## src/rtl/aud_pkg.sv

```systemverilog
// Shared state encoding and bus defaults for the audio record/playback SRAM arbiter.
package aud_pkg;

    localparam int AUD_ADDR_W = 20;
    localparam int AUD_DATA_W = 16;
    localparam logic [AUD_ADDR_W-1:0] AUD_MAX_ADDR = 20'hFFFFF;

    typedef enum logic [2:0] {
        ST_IDLE       = 3'd0,
        ST_REC        = 3'd1,
        ST_REC_PAUSE  = 3'd2,
        ST_PLAY       = 3'd3,
        ST_PLAY_PAUSE = 3'd4
    } aud_state_e;

endpackage

```

## src/rtl/aud_sram_port.sv

```systemverilog
// SRAM bus sequencer: a write request gives one cycle of we_n low, a read request
// one cycle of oe_n low, with the read word and ack registered one cycle after that.
module aud_sram_port #(
    parameter int ADDR_W = 20,
    parameter int DATA_W = 16
) (
    input  logic              clk,
    input  logic              rst_n,
    input  logic              wr_req,
    input  logic [ADDR_W-1:0] wr_addr,
    input  logic [DATA_W-1:0] wr_data,
    input  logic              rd_req,
    input  logic [ADDR_W-1:0] rd_addr,
    input  logic [DATA_W-1:0] sram_rdata,
    output logic [ADDR_W-1:0] sram_addr,
    output logic [DATA_W-1:0] sram_wdata,
    output logic              sram_we_n,
    output logic              sram_oe_n,
    output logic              rd_ack,
    output logic [DATA_W-1:0] rd_data,
    output logic              rd_busy
);

    logic [ADDR_W-1:0] addr_reg;
    logic [DATA_W-1:0] wdata_reg;
    logic [DATA_W-1:0] rdata_reg;
    logic              we_n_reg;
    logic              oe_n_reg;
    logic              ack_reg;

    always_ff @(posedge clk or negedge rst_n) begin
        if (!rst_n) begin
            addr_reg  <= '0;
            wdata_reg <= '0;
            rdata_reg <= '0;
            we_n_reg  <= 1'b1;
            oe_n_reg  <= 1'b1;
            ack_reg   <= 1'b0;
        end else begin
            // Writes win if both are ever requested, so the strobes stay exclusive.
            we_n_reg <= ~wr_req;
            oe_n_reg <= ~(rd_req & ~wr_req);
            if (wr_req) begin
                addr_reg  <= wr_addr;
                wdata_reg <= wr_data;
            end else if (rd_req) begin
                addr_reg <= rd_addr;
            end
            ack_reg <= ~oe_n_reg;
            if (!oe_n_reg) begin
                rdata_reg <= sram_rdata;
            end
        end
    end

    assign sram_addr  = addr_reg;
    assign sram_wdata = wdata_reg;
    assign sram_we_n  = we_n_reg;
    assign sram_oe_n  = oe_n_reg;
    assign rd_ack     = ack_reg;
    assign rd_data    = rdata_reg;
    assign rd_busy    = ~oe_n_reg;

endmodule

```

## src/rtl/aud_sram_arbiter.sv

```systemverilog
// Record/playback controller: decodes user keys, emits recorder/player command
// pulses and arbitrates the single-port SRAM between recorder writes and player reads.
module aud_sram_arbiter
    import aud_pkg::*;
#(
    parameter int                ADDR_W   = AUD_ADDR_W,
    parameter int                DATA_W   = AUD_DATA_W,
    parameter logic [ADDR_W-1:0] MAX_ADDR = ADDR_W'(AUD_MAX_ADDR)
) (
    input  logic              i_clk,
    input  logic              i_rst_n,
    input  logic              i_key_rec,
    input  logic              i_key_play,
    input  logic              i_key_pause,
    input  logic              i_key_stop,
    input  logic [ADDR_W-1:0] i_rec_addr,
    input  logic [DATA_W-1:0] i_rec_data,
    input  logic              i_play_req,
    input  logic [ADDR_W-1:0] i_play_addr,
    output logic              o_rec_start,
    output logic              o_rec_pause,
    output logic              o_rec_stop,
    output logic              o_play_start,
    output logic              o_play_pause,
    output logic              o_play_stop,
    output logic              o_play_ack,
    output logic [DATA_W-1:0] o_play_data,
    output logic [ADDR_W-1:0] o_sram_addr,
    output logic [DATA_W-1:0] o_sram_wdata,
    input  logic [DATA_W-1:0] i_sram_rdata,
    output logic              o_sram_we_n,
    output logic              o_sram_oe_n,
    output logic [ADDR_W-1:0] o_end_addr,
    output logic [2:0]        o_state
);

    aud_state_e        state_reg, state_next;
    logic [ADDR_W-1:0] prev_addr_reg;
    logic [ADDR_W-1:0] end_addr_reg, end_addr_next;
    logic              wr_last_reg, wr_last_next;
    logic              rec_start_reg, rec_start_next;
    logic              rec_pause_reg, rec_pause_next;
    logic              rec_stop_reg, rec_stop_next;
    logic              play_start_reg, play_start_next;
    logic              play_pause_reg, play_pause_next;
    logic              play_stop_reg, play_stop_next;

    logic key_stop, key_pause, key_rec, key_play;
    logic rec_mode, wr_req, rd_req, rd_busy, in_range;

    // Priority: stop > pause > rec/play; rec together with play cancels both.
    assign key_stop  = i_key_stop;
    assign key_pause = i_key_pause & ~i_key_stop;
    assign key_rec   = i_key_rec & ~i_key_play & ~i_key_stop & ~i_key_pause;
    assign key_play  = i_key_play & ~i_key_rec & ~i_key_stop & ~i_key_pause;

    assign rec_mode = (state_reg == ST_REC) || (state_reg == ST_REC_PAUSE);
    // A recorder address step means the word at the old address is complete.
    assign wr_req   = rec_mode && (i_rec_addr != prev_addr_reg) && !key_stop && !wr_last_reg;
    assign wr_last_next = wr_req && (prev_addr_reg == MAX_ADDR);

    assign in_range = i_play_addr < end_addr_reg;
    assign rd_req   = (state_reg == ST_PLAY) && i_play_req && !rd_busy
                      && !i_key_stop && !i_key_pause && in_range;

    always_comb begin
        state_next      = state_reg;
        end_addr_next   = end_addr_reg;
        rec_start_next  = 1'b0;
        rec_pause_next  = 1'b0;
        rec_stop_next   = 1'b0;
        play_start_next = 1'b0;
        play_pause_next = 1'b0;
        play_stop_next  = 1'b0;

        if (wr_req) begin
            end_addr_next = i_rec_addr;
        end

        case (state_reg)
            ST_IDLE: begin
                if (key_rec) begin
                    state_next     = ST_REC;
                    rec_start_next = 1'b1;
                    end_addr_next  = '0;
                end else if (key_play && (end_addr_reg != '0)) begin
                    state_next      = ST_PLAY;
                    play_start_next = 1'b1;
                end
            end
            ST_REC, ST_REC_PAUSE: begin
                // wr_last_reg: the MAX_ADDR write is on the bus this cycle.
                if (key_stop || wr_last_reg) begin
                    state_next    = ST_IDLE;
                    rec_stop_next = 1'b1;
                end else if (state_reg == ST_REC && key_pause) begin
                    state_next     = ST_REC_PAUSE;
                    rec_pause_next = 1'b1;
                end else if (state_reg == ST_REC_PAUSE && key_rec) begin
                    state_next     = ST_REC;
                    rec_start_next = 1'b1;
                end
            end
            ST_PLAY: begin
                if (key_stop) begin
                    state_next     = ST_IDLE;
                    play_stop_next = 1'b1;
                end else if (key_pause) begin
                    state_next      = ST_PLAY_PAUSE;
                    play_pause_next = 1'b1;
                end else if (i_play_req && !rd_busy && !in_range) begin
                    state_next     = ST_IDLE;
                    play_stop_next = 1'b1;
                end
            end
            ST_PLAY_PAUSE: begin
                if (key_stop) begin
                    state_next     = ST_IDLE;
                    play_stop_next = 1'b1;
                end else if (key_play) begin
                    state_next      = ST_PLAY;
                    play_start_next = 1'b1;
                end
            end
            default: state_next = ST_IDLE;
        endcase
    end

    always_ff @(posedge i_clk or negedge i_rst_n) begin
        if (!i_rst_n) begin
            state_reg      <= ST_IDLE;
            prev_addr_reg  <= '0;
            end_addr_reg   <= '0;
            wr_last_reg    <= 1'b0;
            rec_start_reg  <= 1'b0;
            rec_pause_reg  <= 1'b0;
            rec_stop_reg   <= 1'b0;
            play_start_reg <= 1'b0;
            play_pause_reg <= 1'b0;
            play_stop_reg  <= 1'b0;
        end else begin
            state_reg      <= state_next;
            prev_addr_reg  <= i_rec_addr;
            end_addr_reg   <= end_addr_next;
            wr_last_reg    <= wr_last_next;
            rec_start_reg  <= rec_start_next;
            rec_pause_reg  <= rec_pause_next;
            rec_stop_reg   <= rec_stop_next;
            play_start_reg <= play_start_next;
            play_pause_reg <= play_pause_next;
            play_stop_reg  <= play_stop_next;
        end
    end

    aud_sram_port #(
        .ADDR_W (ADDR_W),
        .DATA_W (DATA_W)
    ) u_port (
        .clk        (i_clk),
        .rst_n      (i_rst_n),
        .wr_req     (wr_req),
        .wr_addr    (prev_addr_reg),
        .wr_data    (i_rec_data),
        .rd_req     (rd_req),
        .rd_addr    (i_play_addr),
        .sram_rdata (i_sram_rdata),
        .sram_addr  (o_sram_addr),
        .sram_wdata (o_sram_wdata),
        .sram_we_n  (o_sram_we_n),
        .sram_oe_n  (o_sram_oe_n),
        .rd_ack     (o_play_ack),
        .rd_data    (o_play_data),
        .rd_busy    (rd_busy)
    );

    assign o_rec_start  = rec_start_reg;
    assign o_rec_pause  = rec_pause_reg;
    assign o_rec_stop   = rec_stop_reg;
    assign o_play_start = play_start_reg;
    assign o_play_pause = play_pause_reg;
    assign o_play_stop  = play_stop_reg;
    assign o_end_addr   = end_addr_reg;
    assign o_state      = state_reg;

endmodule

```

## config.mk

```make
export PLATFORM = sky130hd
export DESIGN_NAME = aud_sram_arbiter
export DESIGN_NICKNAME = d
export VERILOG_FILES = /design/src/rtl/aud_pkg.sv /design/src/rtl/aud_sram_port.sv /design/src/rtl/aud_sram_arbiter.sv
export SDC_FILE = /design/constraint.sdc
export NUM_CORES = 1
export LEC_CHECK = 0
export CAP_MARGIN = 5
export CORE_UTILIZATION = 47
export CTS_BUF_LIST = sky130_fd_sc_hd__clkbuf_2 sky130_fd_sc_hd__clkbuf_4 sky130_fd_sc_hd__clkbuf_8
export DETAILED_ROUTE_END_ITERATION = 7
export PLACE_DENSITY = 0.93
export SYNTH_ARGS = -nofsm -noshare
export SYNTH_HDL_FRONTEND = slang
export SYNTH_SLANG_ARGS = --single-unit
```

## constraint.sdc

```tcl
create_clock -name i_clk -period 2.5 [get_ports i_clk]
set_input_delay 0.375 -clock i_clk [delete_from_list [all_inputs] [get_ports i_clk]]
set_output_delay 0.375 -clock i_clk [all_outputs]
set_load 0.01 [all_outputs]
```

==> out/metrics.cfg <==
[power_and_ir_drop]
comb_power_share_pct = 50.2
internal-power_mw = 4.891
p_leak_nw = 3.134
switching_power_mw = 2.719
power.share.switching_pct = 35.73
finalPower_mw = 7.610
register_share_of_total_power_pct = 37.0
power.share.clock_pct = 12.8
powerDensity_mw_per_mm2 = 1089
ir_drop_mv = 0.5624

[die]
die_h_um = 103.2
initial_utilization_pct = 48.78
placeableCoreArea_mm2 = 0.009864
die_area_mm2 = 0.01065
die_x_um = 103.2
fp-row-count = 36
pin_count = 163

[placed_design]
dp_hpwl_mm = 10.08
gp_congestion = 0.8673
place.port_buffers = 162
numPlacedInstances = 717

[clock_tree]
cts-buffers-inserted = 9
cts_tree = built
clock_tree.htree_level_count = 3
cts.reportedPaths.clkPinSlew_ns = 0.10
max_buffers_root_to_sink = 2
clock-root-buffer = sky130_fd_sc_hd__clkbuf_8
tritoncts_num_sinks = 105
worstSkewPairLatency_ns = 0.38

[finish]
layout_common_cells = 161 x sky130_fd_sc_hd__clkdlybuf4s50_1, 103 x sky130_fd_sc_hd__dfrtp_1, 34 x sky130_fd_sc_hd__buf_4
fin_nets = 694
layout.cells.non_filler = 734
diodes = 0
syn2layout_area_growth_pct = 45.19
layout-drive-gt1-share_pct = 14.48
most_common_cell_after_layout_fill_and_taps_aside = sky130_fd_sc_hd__clkdlybuf4s50_1
final_util_pct = 70.83

[synthesis]
syn_nets = 502
synth.cell_area_mm2 = 0.004812
synth-compound-area-share_pct = 11.02
post_synthesis_sequential_element_count = 105
combinational_family_with_the_most_area_after_synthesis = multiplexers
synth.avg_cell_area_um2 = 11.91
synth_warn = 0
synthAdderAreaFrac_pct = 4.940
synth_edf_count = 0
synth.area.mux_share_pct = 12.06
synthSimpleGateAreaFrac_pct = 9.386
seq_area_frac_synth_pct = 54.65
synthArstFlopShare_pct = 100.0
xor_and_xnor_fraction_of_the_mapped_netlist_area_pct = 3.640
netlist-cell-type-count = 45
most_instantiated_flip_flop_cell_in_the_synthesis_netlist = sky130_fd_sc_hd__dfrtp_1
synthCells = 404

[grt]
grt_usage_pct = 25.27
number_of_antenna_violations_at_the_first_check_in_global_routing = 0
grt_max_degree = 65
grt_pass1_wl_mm = 19.73
first_global_vias = 4043
globalRoute.totalOverflow = 0

[status]
run_status = completed

[timing]
finalCritPeriodShare_pct = 98.89
slew-limit-headroom_pct = 65.71
fin_skew_ns = 0.01201
worst_slew_pin_slew_ns = 0.5131
fin_hold_ws_ns = 0.4726
fmax_ghz = 0.4045
final-setup-viol-count = 0
drv_slew = 0
finalHoldViolCount = 0
minimum_period_implied_by_the_final_worst_setup_slack_ns = 2.472

[worst_setup_path]
cp_data_required_time_ns = 2.82
worst_ep_arrival_time_ns = 2.79
worst_setup_path_end_kind = flop
crit_path_max_fanout = 21
crit_path_start_kind = input port
path_class = input port to flop

[routing]
number_of_search_and_repair_iterations_in_the_first_detailed_routing_pass = 4
wl_per_cell_um = 17.88
vias_per_cell = 5.395
num_vias = 3960
initialDrtViolationCount = 155
detail-route-antenna-nets = 0
drt-total-wl_mm = 13.12
number_of_remaining_drc_errors = 0

[run]
max_cap_check_violation_count = 0

[min_path]
hold_path_class = input port to async pin

[timing repair]
action | in CTS | in global routing
endpoints found under the setup margin | 21 | 20
buffers inserted | 0 | 0
gates cloned | 0 | 0
pin swaps | 0 | 1
hold buffers | 1 | 0
hold endpoints to repair | 31 | 0
resized for setup | 2 | 2
[synth_stat cells (3+ instances only)]
cell type | n | area, um2
sky130_fd_sc_hd__nand4_1 | 9 | 56.30
sky130_fd_sc_hd__a22o_1 | 20 | 175.2
sky130_fd_sc_hd__mux2_1 | 9 | 101.4
sky130_fd_sc_hd__buf_4 | 3 | 22.52
sky130_fd_sc_hd__clkbuf_1 | 6 | 22.52
sky130_fd_sc_hd__nor4_1 | 10 | 62.56
sky130_fd_sc_hd__dfrtp_1 | 103 | 2577
sky130_fd_sc_hd__nand3_1 | 3 | 15.01
sky130_fd_sc_hd__mux2_2 | 23 | 259.0
sky130_fd_sc_hd__buf_6 | 4 | 45.04
sky130_fd_sc_hd__inv_1 | 25 | 93.84
sky130_fd_sc_hd__ha_1 | 19 | 237.7
sky130_fd_sc_hd__a21o_1 | 20 | 150.1
sky130_fd_sc_hd__xor2_1 | 8 | 70.07
sky130_fd_sc_hd__mux2i_1 | 22 | 220.2
sky130_fd_sc_hd__a21oi_1 | 14 | 70.07
sky130_fd_sc_hd__buf_2 | 3 | 15.01
sky130_fd_sc_hd__nor3_1 | 8 | 40.04
sky130_fd_sc_hd__nand2b_1 | 4 | 25.02
sky130_fd_sc_hd__nand2_1 | 16 | 60.06
sky130_fd_sc_hd__o21ai_0 | 5 | 25.02
sky130_fd_sc_hd__nor2_1 | 31 | 116.4
sky130_fd_sc_hd__xnor2_1 | 12 | 105.1
[final timing paths]
check	endpoint	slack (ns)	start	depth (start not counted)
max reg2reg	u_port.sram_addr[11]$_DFFE_PN0P_	0.09	o_end_addr[15]$_DFF_PN0_	10
max in group asynchronous	u_port.sram_oe_n$_DFF_PN1_	1.31	i_rst_n	3
min in group i_clk	u_port.sram_addr[0]$_DFFE_PN0P_	0.49	u_port.sram_addr[0]$_DFFE_PN0P_	1
max	u_port.sram_addr[11]$_DFFE_PN0P_	0.03	i_play_addr[15]	10
min reg2reg	u_port.sram_addr[0]$_DFFE_PN0P_	0.49	u_port.sram_addr[0]$_DFFE_PN0P_	1
min	u_port.sram_wdata[2]$_DFFE_PN0N_	0.47	i_rst_n	2
[layout make-up]
cell class	count	area, um2
Clock buffer	9	123.9
Clock inverter	7	53.80
Fill cell	651	2878
Inverter	26	97.59
Multi-Input combinational cell	256	2007
Sequential cell	105	2630
Tap cell	133	166.4
Timing Repair Buffer	198	1908
[worst max-delay path, cell delays in order]
cell and delay [ns]:
sky130_fd_sc_hd__clkdlybuf4s50_1 0.44, sky130_fd_sc_hd__ha_1 0.33, sky130_fd_sc_hd__buf_4 0.15, sky130_fd_sc_hd__a21oi_1 0.15
sky130_fd_sc_hd__o21ai_0 0.17, sky130_fd_sc_hd__a221oi_2 0.34, sky130_fd_sc_hd__o2111a_2 0.31, sky130_fd_sc_hd__buf_6 0.22
sky130_fd_sc_hd__a22o_1 0.20, sky130_fd_sc_hd__a21o_1 0.10
[power by group through the flow]
stage	clock network [mW]	logic (mW)	registers (mW)
CTS	0.984	3.84	2.81
global route	1.05	4.15	2.89
finish	0.976	3.82	2.81
detailed placement	0	3.80	2.85
global placement	0	3.64	2.80
floorplan	0	1.50	3.07
[per-layer routing]
layer,GRT usage [%],part of all wire [%],wire length [um]
met1,28.66,38,5025
met2,44.10,50,6620
met3,6.048,7.5,979
met4,13.87,3.8,496
met5,0,0,0
[per-stage QoR]
step / setup slack [ns] / instance area (um2) / TNS (ns)
2_1_floorplan: 0.3068 / 4812 / 0
3_3_place_gp: -0.4541 / 6778 / -9.839
3_5_place_dp: -0.5554 / 6778 / -11.94
4_1_cts: 0.009427 / 6977 / 0
5_1_grt: -0.01702 / 6987 / -0.09662
6_report: 0.02763 / 6987 / 0
[logic make-up (layout without fill, tap and decap cells)]
group           Yosys count  after routing
compound gates           72             72
xor+xnor                 20             20
fa+ha+maj                19             19
buf+inv                  43            240
flops                   105            105
mux                      54             54
simple gates             91             91
Note: power is estimated with default switching activity, not from simulation.
